<file path="config.mk">
export PLATFORM = sky130hd
export DESIGN_NAME = demux10_router
export DESIGN_NICKNAME = d
export VERILOG_FILES = /design/src/rtl/demux10_router.sv
export SDC_FILE = /design/constraint.sdc
export NUM_CORES = 1
export LEC_CHECK = 0
export CAP_MARGIN = 5
export CORE_AREA = 2 2 91 93
export CTS_BUF_LIST = sky130_fd_sc_hd__clkbuf_4
export DETAILED_ROUTE_END_ITERATION = 8
export DIE_AREA = 0 0 93 95
export MAX_ROUTING_LAYER = met4
export PLACE_DENSITY = 0.81
export SKIP_CTS_REPAIR_TIMING = 1
export SLEW_MARGIN = 20
export SYNTH_ARGS = -nofsm -noshare
export SYNTH_HDL_FRONTEND = slang
export SYNTH_SLANG_ARGS = --single-unit
</file>
<file path="constraint.sdc">
create_clock -name clk -period 2.5 [get_ports clk]
set_input_delay 0.5 -clock clk [delete_from_list [all_inputs] [get_ports clk]]
set_output_delay 0.5 -clock clk [all_outputs]
set_load 0.01 [all_outputs]
</file>
<file path="src/rtl/demux10_router.sv">
// ---------------------------------------------------------------------------
// demux10_router
//
// Purpose
//   Routes one input beat per cycle to one of ten registered output
//   channels chosen by S.  Each channel is a single-entry output register
//   with its own valid/ready handshake, so all ten channels drain
//   independently.  Beats whose select is 10..15 are accepted and thrown
//   away, and DROP pulses for one cycle to report this.
//
// Handshake rule, used on the input side and on every output channel:
//   A transfer happens on a rising edge where valid and ready are both 1.
//   A producer holds its data stable while valid=1 and ready=0.  Ready never
//   depends on valid.
//
// Ports
//   clk       : clock; all state changes on the rising edge
//   rst_n     : asynchronous active-low reset
//   S[3:0]    : destination select (0..9 = channel, 10..15 = discard)
//   I[DW-1:0] : input data
//   I_VALID   : input beat present
//   I_READY   : router takes the beat this cycle (combinational from S, O_READY)
//   Z0..Z9    : registered per-channel output data
//   O_VALID   : bit k set = Zk holds an unconsumed beat
//   O_READY   : bit k set = channel k consumer takes Zk this cycle
//   DROP      : one-cycle pulse on the cycle after a discarded beat
//   DROP_CNT  : (only with DEMUX10_DROP_CNT_EN) saturating count of
//               discarded beats, cleared only by reset
//
// Build option
//   `define DEMUX10_DROP_CNT_EN adds the DROP_CNT port and its counter.
// ---------------------------------------------------------------------------
module demux10_router #(
    parameter int DW = 8
) (
    input  logic          clk,
    input  logic          rst_n,
    input  logic [3:0]    S,
    input  logic [DW-1:0] I,
    input  logic          I_VALID,
    output logic          I_READY,
    output logic [DW-1:0] Z0,
    output logic [DW-1:0] Z1,
    output logic [DW-1:0] Z2,
    output logic [DW-1:0] Z3,
    output logic [DW-1:0] Z4,
    output logic [DW-1:0] Z5,
    output logic [DW-1:0] Z6,
    output logic [DW-1:0] Z7,
    output logic [DW-1:0] Z8,
    output logic [DW-1:0] Z9,
    output logic [9:0]    O_VALID,
    input  logic [9:0]    O_READY,
    output logic          DROP
`ifdef DEMUX10_DROP_CNT_EN
    ,
    output logic [7:0]    DROP_CNT
`endif
);

    localparam int NCH = 10;

    logic [DW-1:0] r_z [NCH];
    logic [9:0]    r_ovalid;
    logic          r_drop;

    logic [15:0]   w_ov_ext;
    logic [15:0]   w_ordy_ext;
    logic          w_sel_in_range;
    logic          w_ready;
    logic          w_accept;
    logic [9:0]    w_load;

    // Zero-extend the per-channel vectors to 16 entries so that any 4-bit
    // select indexes a defined bit; the upper entries are never consulted
    // because out-of-range selects are always ready.
    assign w_ov_ext       = {6'd0, r_ovalid};
    assign w_ordy_ext     = {6'd0, O_READY};
    assign w_sel_in_range = (S <= 4'd9);

    // A channel can take a new beat when it is empty or is being emptied
    // on this same edge; discards are always taken.
    assign w_ready  = !w_sel_in_range || !w_ov_ext[S] || w_ordy_ext[S];
    assign w_accept = I_VALID && w_ready;

    for (genvar k = 0; k < NCH; k++) begin : g_load
        assign w_load[k] = w_accept && (S == 4'(k));
    end

    // Per-channel output register.  A load wins over a drain on the same
    // edge, which keeps the channel valid with the new data and gives one
    // beat per cycle per channel.
    always_ff @(posedge clk or negedge rst_n) begin
        if (!rst_n) begin
            r_ovalid <= '0;
            for (int k = 0; k < NCH; k++) begin
                r_z[k] <= '0;
            end
        end else begin
            for (int k = 0; k < NCH; k++) begin
                if (w_load[k]) begin
                    r_z[k]      <= I;
                    r_ovalid[k] <= 1'b1;
                end else if (O_READY[k]) begin
                    r_ovalid[k] <= 1'b0;
                end
            end
        end
    end

    always_ff @(posedge clk or negedge rst_n) begin
        if (!rst_n) begin
            r_drop <= 1'b0;
        end else begin
            r_drop <= w_accept && !w_sel_in_range;
        end
    end

`ifdef DEMUX10_DROP_CNT_EN
    logic [7:0] r_drop_cnt;

    always_ff @(posedge clk or negedge rst_n) begin
        if (!rst_n) begin
            r_drop_cnt <= '0;
        end else if (w_accept && !w_sel_in_range && (r_drop_cnt != 8'hFF)) begin
            r_drop_cnt <= r_drop_cnt + 8'd1;
        end
    end

    assign DROP_CNT = r_drop_cnt;
`endif

    assign I_READY = w_ready;
    assign O_VALID = r_ovalid;
    assign DROP    = r_drop;

    assign Z0 = r_z[0];
    assign Z1 = r_z[1];
    assign Z2 = r_z[2];
    assign Z3 = r_z[3];
    assign Z4 = r_z[4];
    assign Z5 = r_z[5];
    assign Z6 = r_z[6];
    assign Z7 = r_z[7];
    assign Z8 = r_z[8];
    assign Z9 = r_z[9];

endmodule

</file>
### After elaboration in Yosys (flattened, before gate mapping)

Index checks and enable logic that the tools add are counted.

* $lt $le $gt $ge: 2
* equality and inequality tests: 9
* muxes and demuxes: 24
* reductions and logical operators: 27

Operator list (count)
* 1-bit 2-to-1 mux: 22
* 2-bit nonzero test: 10
* 4-bit by 3-bit equality test with 1-bit output (second input constant): 4
* 1-bit logical AND: 12
* 1-bit binary-select mux with 4-bit select: 2
* 4-bit by 2-bit equality test with 1-bit output (second input constant): 2
* 4-bit equality test (second input constant): 2
* 4-bit by 5-bit < comparator with 1-bit output (second input constant): 1
* 4-bit by 1-bit equality test with 1-bit output (second input constant): 1
* 4-bit <= comparator (second input constant): 1
* 4-bit logical NOT: 1
* 1-bit logical NOT: 2
* 1-bit logical OR: 2

* register bits: 91
* input port bits: 25
* output and inout port bits: 92
* logic and storage cells: 83

### Depth between registers and ports, before layout

* word-level depth: 8
* depth in mapped cells: 6
* mapped depth without buffers: 4

### Worst setup path after synthesis

No wires, ideal clock.

* kind: input to output
* from: input port S[0]
* to: output port I_READY
* arrival: 1.568 ns
* required time: 2.000 ns
* setup slack: 0.432 ns
* stages: 5
* path buffers: 1
* path through: buf_4 mux4_2 nor3b_1 o21ai_0 o31a_1

* word-level cells in the longest chain between the ends: 5
* elaborated cells on any way between the ends: 9
* classes of those cells: order compare (1); mux (4); reduce/logical (4)

Ends and longest elaborated chain
* start: declaration: line 38 `input logic [3:0] S,`
* 1-bit binary-select mux with 4-bit select: line 83 `assign w_ready = !w_sel_in_range || !w_ov_ext[S] || w_ordy_ext[S];`
* 1-bit 2-to-1 mux (implied by the code): line 83
* 1-bit logical NOT: line 83
* 1-bit logical OR: line 83
* 1-bit logical OR (*): line 83
* end: declaration: line 41 `output logic I_READY,`

Every way passes the cells marked *; elsewhere a longest branch is shown, timed or not. The select of a mux whose other input is x is not followed.

### Worst setup path after layout

* from: input port S[2]
* to: output port I_READY

Same word-level chain as after synthesis.

==> flow_summary.toml <==
[worst_setup_path]
cp_top_family = "buffers and inverters"
critPathMaxStageDelay_ns = 0.52
crit_arrival_ns = 1.97
slowest_stage = "clkdlybuf4s50_1"
path_cells = "clkdlybuf4s50_1, buf_6, mux4_2, nor3b_2, o21ai_1, o31a_1, buf_2"
worstSetupPathType = "input pin to output pin"
cp-start-kind = "input pin"
r2r_slack_ns = 0.91
crit_fanout = 4
r2r_end = "Z8[3]$_DFFE_PN0P_"
reg2reg_depth = 5
critPathRequiredTime_ns = 2.00
crit_buf_inv = 3
reg2reg_from = "O_VALID[8]$_DFFE_PN0P_"
cp-end-kind = "output pin"

[synthesis]
syn_area_per_cell_um2 = 15.4
ys_seq_area_share_pct = 62.2
yosysWarnings = 0
synth_nets = 263
ys_ff_latch = 91
postSynthCellCount = 238
syn-cell-area_um2 = 3660
synth_cell_types = 30

[clock_network]
cts_tree = "yes"
clockBufferDepth = 2
htree_levels = 3
cts-buffers-inserted = 9
clock_latency_ns = 0.41
clock-sinks = 91
clock-root-buffer = "clkbuf_4"
clk_pin_slew_ns = 0.14

[pwr]
p_per_area_nw_per_um2 = 736
ir_drop_uv = 426
total_power_mw = 3.89
p_leak_nw = 2.35

[route]
first_pass_iters = 4
post-route-drc-count = 0
post_drt_wl_per_cell_um = 17.6
drt_iter0_drc = 123
drt-total-wl_mm = 8.58
detail-route-antenna-nets = 0
num_vias = 2493
viasPerCell = 5.11

[timing]
period_needed_ns = 2.47
fmax_mhz = 405
finalHoldViolCount = 0
skew_ns = 0.0117
min_period_over_period_pct = 98.7
slew_viol_final = 0
timing.hold.ws_ns = 0.0365
setup_viol = 0
tightest_slew_ns = 0.507
slew_headroom_pct = 66.2

[floorplanning]
num_rows = 33
die_w_um = 93
design.core.area_um2 = 7930
start_util_pct = 46.2
die_y_um = 95
pin_count = 117
die_area_um2 = 8840

[place]
place_inst = 467
routabilityCongestion = 0.875
dp_hpwl_mm = 6.13
port_buffers = 116

[layout]
drive_gt1_share_pct = 34.7
num_antenna_cells = 0
fillers = 611
layout.cells.non_filler = 488
fin_nets = 403
area_growth_pct = 44.1

[hold_path]
hp-class = "input pin to async pin"

[run_status]
outcome = "finished, final reports clean"

[global_routing]
grt_overflow = 0
grt_start_max_net_pins = 55
grt_pass1_wl_mm = 13.6
grt_pass1_vias = 2648
antenna_found_initial = 0
grtUsageTotal_pct = 20.8

[run]
cap_violations = 0
==> flip-flops by register name (all words and copies together) (netlist names) <==
signal	cells
Z2	8
Z7	8
Z6	8
Z8	8
DROP	1
Z4	8
Z9	8
Z5	8
O_VALID	10
Z1	8
Z3	8
Z0	8
==> cell usage in the layout, fill, tap and decap left out, types with 2 or more instances in the layout <==
cell,count
clkinv_4,2
mux2_2,79
nor2_1,2
nand2b_1,10
clkbuf_4,9
mux2_1,2
nor2b_1,4
clkinv_1,2
dlymetal6s2s_1,5
clkinvlp_4,2
buf_12,3
nor4_4,2
dfrtp_1,91
or2_2,2
inv_1,2
o21ai_1,2
mux4_2,3
buf_6,2
clkdlybuf4s50_1,109
mux2i_1,2
nand2_1,8
nand3_1,4
buf_4,22
==> worst max-delay path by stage <==
stage,from,endpoint,cells after the start
2_1_floorplan,S[0],I_READY,5
3_3_place_gp,S[0],I_READY,7
3_5_place_dp,S[0],I_READY,7
4_1_cts,S[0],I_READY,7
5_1_grt,S[2],I_READY,7
6_report,S[2],I_READY,7
==> per-layer routing <==
layer / vias to the layer above / GRT usage (%) / wire length, um
met2: 78 / 35.2 / 4450
met3: 6 / 2.63 / 300
met5: - / - / 0
met4: 0 / 6.25 / 67
li1: 1130 / - / -
met1: 1279 / 26.4 / 3760
==> cell type report <==
type	count	area, um2	share of cell area (%)
clock inverters	7	45.0	0.853
clock buffers	9	67.6	1.28
repair buffers	142	1410	26.6
inverters	2	7.51	0.142
flip-flops and latches	91	2280	43.1
well taps	105	131	2.49
multi-input cells	132	1350	25.5
==> stage by stage <==
step	setup TNS [ns]	util (%)	setup WS, ns	area [um2]
after global placement	-0.614	64.2	-0.614	5090
after floorplan	0	-	0.432	3660
after global routing	-0.0223	66.6	-0.0223	5280
final	0	66.6	0.0326	5280
after detailed placement	-0.643	64.2	-0.643	5090
after CTS	-0.658	65.6	-0.658	5200
==> cell usage after synthesis <==
master     number  area (um2)
dfrtp_1        91        2280
mux2_2         79         890
nand2b_1       10        62.6
buf_1           8        30.0
nand2_1         8        30.0
buf_2           4        20.0
nand3_1         4        20.0
nor2b_1         4        25.0
mux4_2          3        67.6
inv_1           2        7.51
mux2_1          2        22.5
mux2i_1         2        20.0
nor2_1          2        7.51
nor4_4          2        42.5
or2_2           2        12.5
a2111oi_0       1        8.76
and3_1          1        6.26
and3b_1         1        8.76
buf_4           1        7.51
nand4b_1        1        8.76
nand4b_2        1        15.0
nor2_4          1        11.3
nor3_2          1        10.0
nor3b_1         1        7.51
o211a_1         1        10.0
o21ai_0         1        5.00
o21ai_1         1        5.00
o21bai_1        1        7.51
o22a_1          1        8.76
o31a_1          1        8.76
==> worst register-to-register path, cell delays in order, from the launching register on <==
cell     delay (ns)
dfrtp_1        0.40
nor2b_1        0.14
buf_4          0.14
nor4_4         0.23
buf_4          0.22
mux2_2         0.35
==> logic make-up (layout without fill, tap and decap cells) <==
group / count (synthesis) / after routing / synth area share, %
simple gates: 39 / 39 / 7.31
buf+inv: 15 / 160 / 1.78
mux: 86 / 86 / 27.3
compound gates: 7 / 7 / 1.47
flops: 91 / 91 / 62.2
==> power by group <==
group	switching, mW	total, mW	leakage, nW	internal [mW]
Sequential	0.162	1.94	1.13	1.78
Clock	0.478	0.677	0.0570	0.200
Combinational	0.461	1.27	1.17	0.807
Total	1.10	3.89	2.35	2.78
Note: power is estimated with default switching activity, not from simulation.
